File: src/rtl/cam_pkg.sv
// -----------------------------------------------------------------------------
// cam_pkg
// Shared definitions for the camera capture path and the VGA timing side:
// capture FSM states, the RGB565 pixel layout and the default frame geometry.
// -----------------------------------------------------------------------------
package cam_pkg;

  // Default active frame geometry, shared with the VGA timing generator.
  localparam int H_ACTIVE_DEF = 640;
  localparam int V_ACTIVE_DEF = 480;

  // Capture FSM: wait for a frame boundary, sit out the VSYNC pulse, capture.
  typedef enum logic [1:0] {
    WAIT_VS = 2'd0,
    VS_HIGH = 2'd1,
    ACTIVE  = 2'd2
  } camState_t;

  // RGB565 pixel; the first camera byte of a pair lands in [15:8].
  typedef struct packed {
    logic [4:0] red;
    logic [5:0] green;
    logic [4:0] blue;
  } rgb565_t;

endpackage

File: src/rtl/cam_sync.sv
// -----------------------------------------------------------------------------
// cam_sync
// Multi-bit 2-flop synchronizer with an optional third flop for edge detection.
//
// Parameters:
//   W     - number of independent bits synchronized
//   EDGE  - 1: third flop present, rise/fall outputs active
//           0: plain 2-stage synchronizer, rise/fall tied low
// Ports:
//   CLK     in   system clock
//   raw     in   W  asynchronous inputs
//   synced  out  W  second-stage (metastability-filtered) level
//   rise    out  W  synced=1 and third stage=0
//   fall    out  W  synced=0 and third stage=1
// -----------------------------------------------------------------------------
module cam_sync #(
  parameter int W    = 1,
  parameter bit EDGE = 1'b1
) (
  input  logic         CLK,
  input  logic [W-1:0] raw,
  output logic [W-1:0] synced,
  output logic [W-1:0] rise,
  output logic [W-1:0] fall
);

  logic [W-1:0] stage1;
  logic [W-1:0] stage2;

  // NOTE: these flops deliberately have no reset. They keep tracking the pins
  // while the rest of the block is held in reset, so the edge detector sees
  // the true level at release instead of a fake edge from a cleared stage.
  // NOTE: non-blocking assignments make each flop sample the previous stage's
  // old value; blocking here would collapse the chain into one flop.
  always_ff @(posedge CLK) begin
    stage1 <= raw;
    stage2 <= stage1;
  end

  assign synced = stage2;

  generate
    if (EDGE) begin : gEdge
      logic [W-1:0] stage3;

      always_ff @(posedge CLK) begin
        stage3 <= stage2;
      end

      assign rise = stage2 & ~stage3;
      assign fall = ~stage2 & stage3;
    end else begin : gNoEdge
      assign rise = '0;
      assign fall = '0;
    end
  endgenerate

endmodule

File: src/rtl/cam_capture.sv
// -----------------------------------------------------------------------------
// cam_capture
// Camera capture stage: samples PCLK/HREF/VSYNC/data in the CLK domain,
// assembles byte pairs into RGB565 pixels and emits a one-cycle pixel strobe
// with X/Y coordinates and frame/line markers. CLK must be >= 3x PCLK.
//
// Build option: CAM_CAPTURE_DECIM_EN
//   defined   - 2:1 decimation in X and Y (even pixels of even lines only,
//               decimated coordinates; LineEnd/LineErr on even lines only)
//   undefined - full resolution
//
// Ports:
//   CLK         in   system clock
//   RST         in   synchronous active-high reset
//   PCLK        in   camera pixel clock (sampled as data)
//   CamHsync    in   camera HREF, high while line bytes are valid
//   CamVsync    in   camera VSYNC, high pulse marks a frame boundary
//   CamData     in   8   camera data byte
//   PixValid    out  one-cycle pixel strobe
//   PixData     out  16  RGB565 pixel, first byte in [15:8]
//   PixX        out  XW  pixel column
//   PixY        out  YW  pixel row
//   FrameStart  out  pulse with PixValid of pixel (0,0)
//   LineEnd     out  pulse at the end of an accepted line
//   LineErr     out  pulse when an accepted line had a pair count != H_ACTIVE
// -----------------------------------------------------------------------------
module cam_capture
  import cam_pkg::*;
#(
  parameter int H_ACTIVE = H_ACTIVE_DEF,
  parameter int V_ACTIVE = V_ACTIVE_DEF,
  parameter int XW       = 10,
  parameter int YW       = 9
) (
  input  logic          CLK,
  input  logic          RST,
  input  logic          PCLK,
  input  logic          CamHsync,
  input  logic          CamVsync,
  input  logic [7:0]    CamData,
  output logic          PixValid,
  output logic [15:0]   PixData,
  output logic [XW-1:0] PixX,
  output logic [YW-1:0] PixY,
  output logic          FrameStart,
  output logic          LineEnd,
  output logic          LineErr
);

`ifdef CAM_CAPTURE_DECIM_EN
  localparam bit DECIM = 1'b1;
`else
  localparam bit DECIM = 1'b0;
`endif

  localparam logic [XW-1:0] H_LIM = XW'(H_ACTIVE);
  localparam logic [YW-1:0] V_LIM = YW'(V_ACTIVE);

  // ---------------------------------------------------------------------------
  // Input synchronization: {VSYNC, HREF, PCLK} with edges, data bus level only.
  // ---------------------------------------------------------------------------
  logic [2:0]  ctlLevel;
  logic [2:0]  ctlRise;
  logic [2:0]  ctlFall;
  logic [7:0]  dataS2;
  logic [15:0] unusedDataEdges;
  logic [2:0]  unusedCtl;

  cam_sync #(.W(3), .EDGE(1'b1)) uCtlSync (
    .CLK    (CLK),
    .raw    ({CamVsync, CamHsync, PCLK}),
    .synced (ctlLevel),
    .rise   (ctlRise),
    .fall   (ctlFall)
  );

  cam_sync #(.W(8), .EDGE(1'b0)) uDataSync (
    .CLK    (CLK),
    .raw    (CamData),
    .synced (dataS2),
    .rise   (unusedDataEdges[7:0]),
    .fall   (unusedDataEdges[15:8])
  );

  logic pclkRise, hrefHigh, hrefRise, hrefFall, vsRise, vsFall;

  assign pclkRise  = ctlRise[0];
  assign hrefHigh  = ctlLevel[1];
  assign hrefRise  = ctlRise[1];
  assign hrefFall  = ctlFall[1];
  assign vsRise    = ctlRise[2];
  assign vsFall    = ctlFall[2];
  assign unusedCtl = {ctlLevel[2], ctlLevel[0], ctlFall[0]};

  // ---------------------------------------------------------------------------
  // Frame FSM
  // ---------------------------------------------------------------------------
  camState_t state, nextState;

  always_ff @(posedge CLK) begin
    if (RST) state <= WAIT_VS;
    else     state <= nextState;
  end

  always_comb begin
    // NOTE: the default assigned first covers every path through the case, so
    // no latch is inferred when a branch leaves nextState untouched.
    nextState = state;
    case (state)
      WAIT_VS: if (vsRise) nextState = VS_HIGH;
      VS_HIGH: if (vsFall) nextState = ACTIVE;
      ACTIVE:  if (vsRise) nextState = VS_HIGH;
      default: nextState = WAIT_VS;
    endcase
  end

  // ---------------------------------------------------------------------------
  // Line / pixel bookkeeping
  // ---------------------------------------------------------------------------
  logic          phase;      // 1: high byte stored, waiting for low byte
  logic [7:0]    hiByte;
  logic [XW-1:0] pixCnt;     // completed pairs in the current line
  logic [YW-1:0] lineCnt;    // HREF falls seen since frame start
  logic          lineOpen;   // HREF rise of this line was seen in ACTIVE

  logic          inActive, lineLive, curPhase, lineKeep;
  logic          takeByte, pixDone, emit, endEv, errEv;
  logic [XW-1:0] curPixCnt;

  // A VSYNC rise in ACTIVE aborts the line in the same cycle.
  assign inActive  = (state == ACTIVE) && !vsRise;
  // HREF rise wins over a coincident PCLK rise: the byte becomes phase 0.
  assign lineLive  = lineOpen || hrefRise;
  assign curPhase  = hrefRise ? 1'b0 : phase;
  assign curPixCnt = hrefRise ? '0 : pixCnt;
  assign lineKeep  = (lineCnt < V_LIM) && (!DECIM || !lineCnt[0]);

  assign takeByte  = inActive && lineLive && hrefHigh && pclkRise;
  assign pixDone   = takeByte && curPhase;
  // Out-of-range pixels are still counted so LineErr sees the true length.
  assign emit      = pixDone && lineKeep && (curPixCnt < H_LIM) &&
                     (!DECIM || !curPixCnt[0]);
  // hrefFall implies hrefHigh=0, so endEv and emit can never coincide.
  assign endEv     = inActive && hrefFall && lineOpen && lineKeep;
  assign errEv     = endEv && (pixCnt != H_LIM);

  always_ff @(posedge CLK) begin
    if (RST) begin
      phase    <= 1'b0;
      hiByte   <= '0;
      pixCnt   <= '0;
      lineCnt  <= '0;
      lineOpen <= 1'b0;
    end else if (!inActive) begin
      lineOpen <= 1'b0;
      phase    <= 1'b0;
      if (state == VS_HIGH && vsFall) lineCnt <= '0;
    end else begin
      if (hrefRise) begin
        lineOpen <= 1'b1;
        pixCnt   <= '0;
        phase    <= 1'b0;
      end
      if (takeByte) begin
        if (!curPhase) begin
          hiByte <= dataS2;
          phase  <= 1'b1;
        end else begin
          phase <= 1'b0;
          if (curPixCnt != '1) pixCnt <= curPixCnt + XW'(1);
        end
      end
      // A pending half-pixel is simply dropped by clearing the phase.
      if (hrefFall) begin
        lineOpen <= 1'b0;
        phase    <= 1'b0;
        if (lineCnt != '1) lineCnt <= lineCnt + YW'(1);
      end
    end
  end

  // ---------------------------------------------------------------------------
  // Two-stage output pipeline: event register, then held output register.
  // ---------------------------------------------------------------------------
  logic          evPix, evFirst, evEnd, evErr;
  rgb565_t       evData;
  logic [XW-1:0] evX;
  logic [YW-1:0] evY;

  always_ff @(posedge CLK) begin
    if (RST) begin
      evPix      <= 1'b0;
      evFirst    <= 1'b0;
      evEnd      <= 1'b0;
      evErr      <= 1'b0;
      evData     <= '0;
      evX        <= '0;
      evY        <= '0;
      PixValid   <= 1'b0;
      PixData    <= '0;
      PixX       <= '0;
      PixY       <= '0;
      FrameStart <= 1'b0;
      LineEnd    <= 1'b0;
      LineErr    <= 1'b0;
    end else begin
      evPix   <= emit;
      evFirst <= emit && (curPixCnt == '0) && (lineCnt == '0);
      evEnd   <= endEv;
      evErr   <= errEv;
      if (emit) begin
        evData <= rgb565_t'({hiByte, dataS2});
        evX    <= DECIM ? (curPixCnt >> 1) : curPixCnt;
        evY    <= DECIM ? (lineCnt >> 1) : lineCnt;
      end

      PixValid   <= evPix;
      FrameStart <= evFirst;
      LineEnd    <= evEnd;
      LineErr    <= evErr;
      if (evPix) begin
        PixData <= evData;
        PixX    <= evX;
        PixY    <= evY;
      end
    end
  end

endmodule

File: config.mk
export PLATFORM = sky130hd
export DESIGN_NAME = cam_capture
export DESIGN_NICKNAME = d
export VERILOG_FILES = /design/src/rtl/cam_pkg.sv /design/src/rtl/cam_sync.sv /design/src/rtl/cam_capture.sv
export SDC_FILE = /design/constraint.sdc
export NUM_CORES = 1
export LEC_CHECK = 0
export CAP_MARGIN = 20
export CORE_AREA = 2 2 94 96
export DETAILED_ROUTE_END_ITERATION = 7
export DIE_AREA = 0 0 96 98
export DONT_BUFFER_PORTS = 1
export PLACE_DENSITY_LB_ADDON = 0.3
export SYNTH_ARGS = -nofsm -noshare
export SYNTH_HDL_FRONTEND = slang
export SYNTH_HIERARCHICAL = 1
export SYNTH_SLANG_ARGS = --single-unit
File: constraint.sdc
create_clock -name CLK -period 3.4 [get_ports CLK]
set_input_delay 0.68 -clock CLK [delete_from_list [all_inputs] [get_ports CLK]]
set_output_delay 0.68 -clock CLK [all_outputs]
set_load 0.01 [all_outputs]
==> summary.md <==
| Metric | Value |
|---|---|
| Io pins | 52 |
| Synthesized Nets | between 500 and 600 |
| Vias per Instance | 5.704 |
| Chip width | roughly 96 um |
| FF-to-FF setup slack | 780 ps |
| Fin. max-slew vios | 0 |
| RSZ-0062 raised after global routing | false |
| Max clock buf depth | 2 |
| Critical Path RT | 3830 ps |
| # DRC | 0 |
| H-tree depth | 4 |
| Count of final setup violators | 0 |
| Max Cap Viol | 0 |
| Post-route cell area | 5509 um2 |
| Gp weighted congestion | 0.8690 |
| Worst Reg-to-Reg Cells | 8 |
| Mapped Area | 4946 um2 |
| Vias in the first global route | approximately 3500 |
| Std-Cell Rows | 34 |
| Type of the tightest min-delay check | in -> reg |
| Area post-placement | 4979 um2 |
| Dpl ws | 830.1 ps |
| Util after Layout | 65.08% |
| Post-CTS Setup Inserts | 0 |
| Max FO, Critical Path | 14 |
| VDD IR-drop max | 0.0004569 V |
| CTS root buf | clkbuf_8 |
| Mean Syn Cell Area | ~9.6 um2 |
| Hold EP | uDataSync/stage1[7] |
| Post-route ant nets | 0 |
| Final wirelength | 9.551 mm |
| Layout cells sized above 1 | under 10% |
| Reg2reg start | uCtlSync/gEdge.stage3[2] |
| Cts repair resizes | 0 |
| Critical path capture point type | flip-flop |
| TritonRoute pass-1 iters | 4 |
| CTS tree | yes |
| GRT Overall Usage | 21.46% |
| Die Y | 98 um |
| RR Endpoint | evX[2] |
| Port bufs | 0 |
| Period utilization | 77.08% |
| Initial antenna violation count | 0 |
| Hold path start | CamData[7] |
| Final WS setup | 779.3 ps |
| Run status | finished clean |
| Die area | ~9400 um2 |
| Leakage | between 1.5 and 2 nW |
| Avg WL per Cell | 15.18 um |
| Syn Inst Count | 514 |
| Power Density | 588.5 nW/um2 |
| Min Tclk post-route | 2621 ps |
| CTS clk-pin slew, worst paths | 60 ps |
| Slew @ Worst Pin | 1104 ps |
| Layout overhead on the synthesized area | 11.38% |
| Cell depth of the worst hold path | 0 |
| TritonCTS Buffers | 17 |
| Final hold viol count | 0 |
| Final setup TNS | 0 ps |
| FMAX | 0.3816 GHz |
| Hold Buf Count CTS | 0 |
| Number of diodes | 0 |
| First-pass GRT wire length | 16.13 mm |
| Clock Latency Late Sink | approximately 510 ps |
| CP Launch Type | flip-flop |
| Largest net degree at the start of global routing | between 100 and 150 |
| Slew margin rel. | 26.38% |
| Worst Path Arrival | 3050 ps |
| Initial core utilization | about three fifths |
| Via total after detailed routing | 3588 |
| Iter 0 DRT Violations | 303 |
| Nets@finish | ~530 |
| Clk_skew | 5.859 ps |
| CP Class | reg -> reg |
| Grt ovf | 0 |
| DP Wirelength | 6.198 mm |
| CTS sink cnt | 134 |
| Placeable Area | roughly 8500 um2 |
| Synth warn | 6 |
## placed cells by master, fill, tap and decap left out, types with 2 or more instances in the layout
cell	n
inv_1	8
a21o_1	4
nor3_1	8
nor2_1	54
mux2i_1	47
nand3_1	15
or3_1	4
clkbuf_16	16
clkbuf_1	3
and3_1	3
a21boi_1	2
and2b_2	5
o31ai_1	2
inv_6	6
o211ai_1	3
dfxtp_1	133
ha_1	6
a31oi_1	3
nand2_1	75
nand4_1	7
nor2b_1	6
nand3b_1	6
or2_2	2
a21oi_1	43
clkbuf_8	2
buf_4	4
o221a_2	3
nor4_1	3
clkinvlp_4	4
a31o_1	2
nand2b_1	5
and2b_1	2
o21ai_0	4
and4_1	3
or4_1	3
o211a_1	2
## worst max-delay path by stage
stage                                   startpoint      to  slack (ps)  cells after the start
final                     uCtlSync/gEdge.stage3[2]  evX[2]         780                      8
after global routing      uCtlSync/gEdge.stage3[2]  evX[4]         580                      8
after CTS                 uCtlSync/gEdge.stage3[2]  evX[2]         790                      8
after floorplan           uCtlSync/gEdge.stage3[2]  evX[3]        1030                     10
after detailed placement  uCtlSync/gEdge.stage3[2]  evX[2]         830                      8
after global placement    uCtlSync/gEdge.stage3[2]  evX[8]         930                      8
## per-stage QoR
stage	power [W]	hold slack, ps	std cells
CTS	0.003270	178.9	629
detailed placement	0.001657	312.1	597
global placement	0.001655	310.4	597
floorplan	0.001665	309.6	514
finish	0.003242	193.5	629
global route	0.003345	172.6	629
## power breakdown
part | internal [W] | total [W] | switching [W] | leakage (nW)
registers | 0.00159 | 0.00160 | 0.00000771 | 1.09
clock network | 0.000930 | 0.00162 | 0.000690 | 0.247
logic | 0.0000117 | 0.0000271 | 0.0000154 | 0.636
total | 0.00253 | 0.00324 | 0.000713 | 1.97
## worst max-delay path, cell delays in order (launching register included)
cell	delay, ps
dfxtp_1	320
and2b_2	230
or3b_1	560
nor2_1	260
ha_1	220
o211a_1	420
buf_4	270
nand3b_1	110
a21oi_1	150
## sequential cells by signal, indices dropped and copies added (netlist names), 2 cells and up
signal	count
PixData	16
PixX	10
PixY	9
evData	16
evX	10
evY	9
hiByte	8
lineCnt	9
pixCnt	10
state	2
uCtlSync/gEdge.stage3	3
uCtlSync/stage1	3
uCtlSync/synced	3
uDataSync/stage1	8
uDataSync/synced	8
## metal layers
layer	track usage (%)	wire (um)	vias to the layer above	share of wire (%)
li1	-	-	1776	-
met1	28.72	4607	1690	48
met2	32.59	4344	103	45
met3	5.556	415	19	4.3
met4	9.341	183	0	1.9
met5	0	0	-	0
## final cells by class
cell class                 count  area (um2)
clock buffer                  21       439.2
clock inverter                11       91.34
fill                         689        2957
inverter                       8       30.03
multi-input combinational    343        2100
sequential                   134        2684
tap                          108       135.1
timing repair buffer           4       30.03
(Power assumes the default switching activity.)
